### src/rtl/ball_engine.sv
// Pong ball engine: serve countdown, motion with wall/paddle bounces,
// miss detection, scoring and game-over handling.
module ball_engine #(
  parameter int B_SIZE       = 8,
  parameter int IX           = 320,
  parameter int IY           = 240,
  parameter int SPEED        = 2,
  parameter int D_WIDTH      = 639,
  parameter int D_HEIGHT     = 470,
  parameter int SERVE_FRAMES = 60,
  parameter int WIN_SCORE    = 9
) (
  input  logic        in_clock,
  input  logic        in_reset_n,
  input  logic        in_ani_stb,
  input  logic        in_animate,
  input  logic [11:0] in_l_x1,
  input  logic [11:0] in_l_x2,
  input  logic [11:0] in_l_y1,
  input  logic [11:0] in_l_y2,
  input  logic [11:0] in_r_x1,
  input  logic [11:0] in_r_x2,
  input  logic [11:0] in_r_y1,
  input  logic [11:0] in_r_y2,
  output logic [11:0] out_x1,
  output logic [11:0] out_x2,
  output logic [11:0] out_y1,
  output logic [11:0] out_y2,
  output logic [3:0]  out_score_l,
  output logic [3:0]  out_score_r,
  output logic        out_point,
  output logic [1:0]  out_state
);

  typedef enum logic [1:0] {
    S_SERVE = 2'd0,
    S_PLAY  = 2'd1,
    S_POINT = 2'd2,
    S_OVER  = 2'd3
  } state_t;

  localparam logic [11:0] BS_C      = 12'(B_SIZE);
  localparam logic [11:0] SPD_C     = 12'(SPEED);
  localparam logic [11:0] IX_C      = 12'(IX);
  localparam logic [11:0] IY_C      = 12'(IY);
  localparam logic [11:0] BOT_LIM_C = 12'(D_HEIGHT - SPEED);
  localparam logic [11:0] RGT_LIM_C = 12'(D_WIDTH - SPEED);
  localparam logic [11:0] CNT_C     = 12'(SERVE_FRAMES);
  localparam logic [3:0]  WIN_C     = 4'(WIN_SCORE);

  state_t      state_r, state_s;
  logic [11:0] x_r, x_s, y_r, y_s, cnt_r, cnt_s;
  logic        dx_r, dx_s, dy_r, dy_s;
  logic [3:0]  score_left_r, score_left_s, score_right_r, score_right_s;
  logic        scorer_left_r, scorer_left_s;
  logic        point_r, point_s;

  logic [11:0] x1_s, x2_s, y1_s, y2_s;
  logic [3:0]  inc_left_s, inc_right_s;
  logic        step_s, hit_l_s, hit_r_s, miss_l_s, miss_r_s, dx_res_s, dy_res_s;

  assign x1_s = x_r - BS_C;
  assign x2_s = x_r + BS_C;
  assign y1_s = y_r - BS_C;
  assign y2_s = y_r + BS_C;
  assign step_s = in_ani_stb & in_animate;
  assign inc_left_s  = score_left_r + 4'd1;
  assign inc_right_s = score_right_r + 4'd1;

  assign hit_l_s  = ~dx_r && (in_l_x1 <= x1_s) && (x1_s <= in_l_x2) &&
                    (y2_s >= in_l_y1) && (y1_s <= in_l_y2);
  assign hit_r_s  = dx_r && (in_r_x1 <= x2_s) && (x2_s <= in_r_x2) &&
                    (y2_s >= in_r_y1) && (y1_s <= in_r_y2);
  assign miss_l_s = ~dx_r && (x1_s <= SPD_C) && ~hit_l_s;
  assign miss_r_s = dx_r && (x2_s >= RGT_LIM_C) && ~hit_r_s;

  // Resolve the direction bits for this step (wall bounce and paddle hit are independent).
  always_comb begin
    dy_res_s = dy_r;
    dx_res_s = dx_r;
    if (~dy_r && (y1_s <= SPD_C)) begin
      dy_res_s = 1'b1;
    end else if (dy_r && (y2_s >= BOT_LIM_C)) begin
      dy_res_s = 1'b0;
    end else begin
      dy_res_s = dy_r;
    end
    if (hit_l_s) begin
      dx_res_s = 1'b1;
    end else if (hit_r_s) begin
      dx_res_s = 1'b0;
    end else begin
      dx_res_s = dx_r;
    end
  end

  // Next-state and datapath update for the game FSM.
  always_comb begin
    state_s       = state_r;
    x_s           = x_r;
    y_s           = y_r;
    dx_s          = dx_r;
    dy_s          = dy_r;
    cnt_s         = cnt_r;
    score_left_s  = score_left_r;
    score_right_s = score_right_r;
    scorer_left_s = scorer_left_r;
    point_s       = 1'b0;
    case (state_r)
      S_SERVE: begin
        if (step_s) begin
          if (cnt_r == 12'd0) begin
            state_s = S_PLAY;
          end else begin
            cnt_s = cnt_r - 12'd1;
          end
        end else begin
          state_s = S_SERVE;
        end
      end
      S_PLAY: begin
        if (step_s) begin
          dy_s = dy_res_s;
          if (miss_l_s) begin
            state_s       = S_POINT;
            scorer_left_s = 1'b0;
          end else if (miss_r_s) begin
            state_s       = S_POINT;
            scorer_left_s = 1'b1;
          end else begin
            dx_s = dx_res_s;
            x_s  = dx_res_s ? (x_r + SPD_C) : (x_r - SPD_C);
            y_s  = dy_res_s ? (y_r + SPD_C) : (y_r - SPD_C);
          end
        end else begin
          state_s = S_PLAY;
        end
      end
      S_POINT: begin
        // Serve toward the player who just conceded.
        point_s = 1'b1;
        x_s     = IX_C;
        y_s     = IY_C;
        cnt_s   = CNT_C;
        dx_s    = scorer_left_r;
        if (scorer_left_r) begin
          score_left_s = inc_left_s;
          state_s      = (inc_left_s == WIN_C) ? S_OVER : S_SERVE;
        end else begin
          score_right_s = inc_right_s;
          state_s       = (inc_right_s == WIN_C) ? S_OVER : S_SERVE;
        end
      end
      S_OVER: begin
        state_s = S_OVER;
      end
      default: begin
        state_s = S_SERVE;
      end
    endcase
  end

  // State and datapath registers.
  always_ff @(posedge in_clock or negedge in_reset_n) begin
    if (!in_reset_n) begin
      state_r       <= S_SERVE;
      x_r           <= IX_C;
      y_r           <= IY_C;
      dx_r          <= 1'b1;
      dy_r          <= 1'b1;
      cnt_r         <= CNT_C;
      score_left_r  <= 4'd0;
      score_right_r <= 4'd0;
      scorer_left_r <= 1'b0;
      point_r       <= 1'b0;
    end else begin
      state_r       <= state_s;
      x_r           <= x_s;
      y_r           <= y_s;
      dx_r          <= dx_s;
      dy_r          <= dy_s;
      cnt_r         <= cnt_s;
      score_left_r  <= score_left_s;
      score_right_r <= score_right_s;
      scorer_left_r <= scorer_left_s;
      point_r       <= point_s;
    end
  end

  assign out_x1      = x1_s;
  assign out_x2      = x2_s;
  assign out_y1      = y1_s;
  assign out_y2      = y2_s;
  assign out_score_l = score_left_r;
  assign out_score_r = score_right_r;
  assign out_point   = point_r;
  assign out_state   = state_r;

endmodule

### config.mk
export PLATFORM = sky130hd
export DESIGN_NAME = ball_engine
export DESIGN_NICKNAME = d
export VERILOG_FILES = /design/src/rtl/ball_engine.sv
export SDC_FILE = /design/constraint.sdc
export NUM_CORES = 1
export LEC_CHECK = 0
export CAP_MARGIN = 20
export CORE_ASPECT_RATIO = 1.1
export CORE_UTILIZATION = 23
export DETAILED_ROUTE_END_ITERATION = 7
export SETUP_SLACK_MARGIN = 0.1
export SYNTH_ARGS = -nofsm -noshare
export SYNTH_HDL_FRONTEND = slang
export SYNTH_SLANG_ARGS = --single-unit
### constraint.sdc
create_clock -name in_clock -period 6.8 [get_ports in_clock]
set_clock_uncertainty 0.1 [all_clocks]
set_input_delay 2.04 -clock in_clock [delete_from_list [all_inputs] [get_ports in_clock]]
set_output_delay 2.04 -clock in_clock [all_outputs]
set_load 0.01 [all_outputs]
==> run_results.csv <==
group,metric,value,unit
outcome,result_of_the_run,"complete, no violations",
placed_design,port_buffers,154,
global_routing,grt_pass1_wl,29300,µm
synthesis,synth_enable_flop_cells,0,
floorplan,die_h,174,µm
worst_setup_path,cp_data_required_time,6.92,ns
clock_network,cts_resized,0,
synthesis,synth_top_flop_cell,"dfrtp_1",
sta,max_freq,159,MHz
power,power.net_switching,166,µW
synthesis,synth_top_family_by_area,"adder cells",
synthesis,ys_ff_latch,48,
worst_setup_path,startpoint_type,"primary input",
worst_setup_path,critPathBufInv,2,
clock_network,clock_tree.root_cell,"clkbuf_16",
synthesis,yosys.area.top_type_share,0.214,
cells_and_area,final.fill_count,2777,
power,intPower,547,µW
cells_and_area,nNetsFinal,1109,
detailed_routing,drc,0,
placed_design,placed_cell_area,0.00810,mm²
floorplan,die_w,159,µm
cells_and_area,areaGrowthSynthToFinish,33.2,%
worst_setup_path,critical_path_depth_in_cells,19,
worst_setup_path,worst_path_largest_cell_delay,0.49,ns
synthesis,synth_area_in_adders,0.222,
worst_setup_path,critical_path.cell_chain,"clkdlybuf4s50_1 > inv_1 > ha_1 > a21o_1 > maj3_1 > a221o_1 > o211ai_1 > a31oi_1 > nor2_1 > ha_1 > nor2b_1 > o21ai_0 > a21oi_1 > o21ai_0 > a21oi_1 > o211ai_1 > a211oi_1 > or4_4 > o211ai_2",
synthesis,synthSimpleGateAreaFrac,0.198,
placed_design,gpl.final_weighted_congestion,0.828,
worst_setup_path,reg2reg_depth,23,
sta,number_of_failing_hold_endpoints_at_the_final_stage,0,
detailed_routing,totalWireLength,18300,µm
detailed_routing,number_of_routed_nets_with_antenna_violations,0,
worst_setup_path,worst_path_dominant_cell_family,"compound AO/OA/AOI/OAI gates",
floorplan,floorplan.die_area,0.0276,mm²
cells_and_area,diodes,0,
power,p_sw_frac,0.233,
run,max_cap_violations,0,
worst_setup_path,endpoint,"x_r[11]",
sta,min_period_over_period,0.925,
clock_network,worst_setup_hold_path_clk_slew,0.06,ns
worst_setup_path,cp_slowest_cell,"or4_4",
placed_design,place.detailed.hpwl,14500,µm
sta,fin_tns_setup,0,ns
clock_network,tritoncts_clock_tree,"yes",
global_routing,initial_antenna_violation_count,0,
sta,final_critical_path_setup_slack,0.508,ns
synthesis,total_number_of_yosys_warnings,0,
worst_setup_path,startpoint,"in_r_x2[5]",
cells_and_area,final_core_util,0.314,
clock_network,post-cts-setup-buffer-count,0,
power,pwr-share-seq,0.401,
cells_and_area,instances_no_fill,1254,
cells_and_area,post-route-cell-area,0.00826,mm²
synthesis,synth_xor_xnor_area_share,0.0950,
worst_setup_path,worst-r2r-setup-slack,0.78,ns
sta,setup_viol_count_final,0,
worst_setup_path,timing.rr.start,"x_r[6]",
worst_hold_path,worst_hold_path_type,"reg2reg",
floorplan,placement_rows,62,
synthesis,synthArstFlopShare,1.00,
synthesis,synth.lib_cells_used.distinct,69,
sta,timing.slew.headroom,0.387,
detailed_routing,routed_wirelength_normalized_by_instance_count,14.6,µm
clock_network,clk_path_buf_depth,2,
power,p_clk_frac,0.394,
worst_setup_path,critical_path.max_fanout,4,
synthesis,synth_top_cell_by_area,"ha_1",
global_routing,pin_count_of_the_biggest_net_entering_global_routing,49,
placed_design,placed_cells,1246,
power,cellLeakagePower,0.00379,µW
sta,tightest_slew,0.908,ns
synthesis,muxShareOfSynthArea,0.00867,
detailed_routing,route.vias.total,5871,
cells_and_area,post_route_cells_drive_above_1_share,0.0554,
clock_network,htree_num_levels,2,
synthesis,syn-mean-instance-area,8.16,µm²
synthesis,syn_area,0.00620,mm²
detailed_routing,drt_first_pass_iters,5,
global_routing,grt_pass1_vias,5690,
sta,slew_violations,0,
clock_network,cts_made_buffers,5,
worst_setup_path,worst_r2r_endpoint,"x_r[11]",
synthesis,top_cells_by_area_synth,"ha_1, dfrtp_1, inv_1",
synthesis,synth_seq_area_share,0.196,
synthesis,compound_gate_portion_of_the_synthesized_area,0.186,
detailed_routing,via_per_inst,4.68,
clock_network,clock_latency,0.29,ns
global_routing,grt_overflow_total,0,
worst_setup_path,timing.critical_path.arrival,6.41,ns
global_routing,track_usage,0.134,
synthesis,synthCells,760,
floorplan,start_util,0.236,
sta,layout_min_cycle_time,6.29,ns
power,power-per-cell-area,86.3,mW/mm²
floorplan,core_region_area,0.0263,mm²
floorplan,design.portCount,159,
power,p_comb_frac,0.206,
power,ir_drop,0.0000701,V
clock_network,post_cts_hold_fix_bufs,0,
placed_design,pre_cts_ws,0.227,ns
detailed_routing,detail_route.iter0.violations,278,
sta,grt_setup_unrepaired,"no",
worst_setup_path,cp-end-kind,"register",
worst_setup_path,worst_setup_path_type,"in2reg",
clock_network,clock_sinks,48,
-- power by group through the flow --
stage          Combinational (µW)  Clock (µW)  Sequential (µW)
2_1_floorplan                67.3           0              291
3_3_place_gp                  145           0              291
3_5_place_dp                  147           0              291
4_1_cts                       148         291              286
5_1_grt                       164         301              286
6_report                      147         281              286
-- worst min-delay path by stage --
stage,slack (ns),from,cells after the start,endpoint
after floorplan,0.36,dy_r,2,dy_r
after global placement,0.37,dy_r,2,dy_r
after detailed placement,0.40,dy_r,2,dy_r
after CTS,0.41,dy_r,2,dy_r
after global routing,0.44,dy_r,2,dy_r
final,0.41,dy_r,2,dy_r
-- layout make-up --
type                    count  area, µm²  area share
clock inverters             2       35.0     0.00424
clock buffers               6        129      0.0156
flip-flops and latches     48       1220       0.147
inverters                 101        379      0.0459
repair buffers            167       1630       0.198
multi-input cells         578       4430       0.536
well taps                 352        440      0.0533
-- through the flow --
step,hold slack (ns),power (µW)
6_report,0.408,713
4_1_cts,0.410,725
5_1_grt,0.437,751
3_5_place_dp,0.401,438
3_3_place_gp,0.369,436
2_1_floorplan,0.361,358
-- state kept, by name (all words and copies together) (netlist names) --
register       flops
out_point          1
out_score_l        4
scorer_left_r      1
dy_r               1
y_r               11
out_score_r        4
dx_r               1
x_r               11
out_state          2
cnt_r             12
-- cells in the mapped netlist, types with 4 or more instances --
master	instances
a31oi_1	5
nor4_1	14
o21bai_1	4
dfstp_2	12
o21ai_0	28
nor3_1	25
o211a_1	4
xor2_1	22
nor2b_1	7
nand2_1	57
nand4_1	13
nand2b_1	12
or2_2	5
xnor2_1	35
o211ai_1	6
and3_1	5
buf_2	5
a211o_1	6
and2_1	5
clkbuf_1	15
nor2_1	33
dfrtp_1	36
inv_1	100
nand4b_1	5
buf_4	14
or3_1	10
o31ai_1	9
nand3_1	26
a21o_1	17
a21oi_1	39
ha_1	106
a211oi_1	8
xnor3_1	4
o21a_1	5
a2111oi_0	6
-- worst reg2reg max path: cells and delay by family, from the launching register on --
family | cells | cell delay (ns)
mux | 1 | 0.30
compound gates | 9 | 1.49
simple gates | 9 | 2.51
fa+ha+maj | 2 | 0.66
flops | 1 | 0.45
xor+xnor | 1 | 0.34
buf+inv | 1 | 0.09
-- layer usage --
metal,global-route usage,vias up,share of wire
met1,0.181,2726,0.48
met5,0,-,0
met3,0.0142,14,0.034
met2,0.227,119,0.48
met4,0.0268,0,0.013
li1,-,3012,-
-- layout by cell type (no fill, tap or decap), types with 25 or more instances in the layout --
cell type | Yosys | layout
clkdlybuf4s50_1 | 0 | 153
o21ai_0 | 28 | 28
xnor2_1 | 35 | 35
inv_1 | 100 | 100
a21oi_1 | 39 | 39
dfrtp_1 | 36 | 36
nor2_1 | 33 | 33
ha_1 | 106 | 106
nor3_1 | 25 | 25
nand3_1 | 26 | 26
nand2_1 | 57 | 57
-- kinds of logic (layout without fill, tap and decap cells) --
kind of cell / after synthesis / in the layout
DFF: 48 / 48
buffers and inverters: 137 / 276
and+or+nand+nor: 233 / 233
adders and majority gates: 109 / 109
AOI/OAI and AO/OA: 166 / 166
muxes: 5 / 5
xor gates and xnor gates: 61 / 61
other: 1 / 4
No activity file was read; power rests on OpenSTA's default activity.
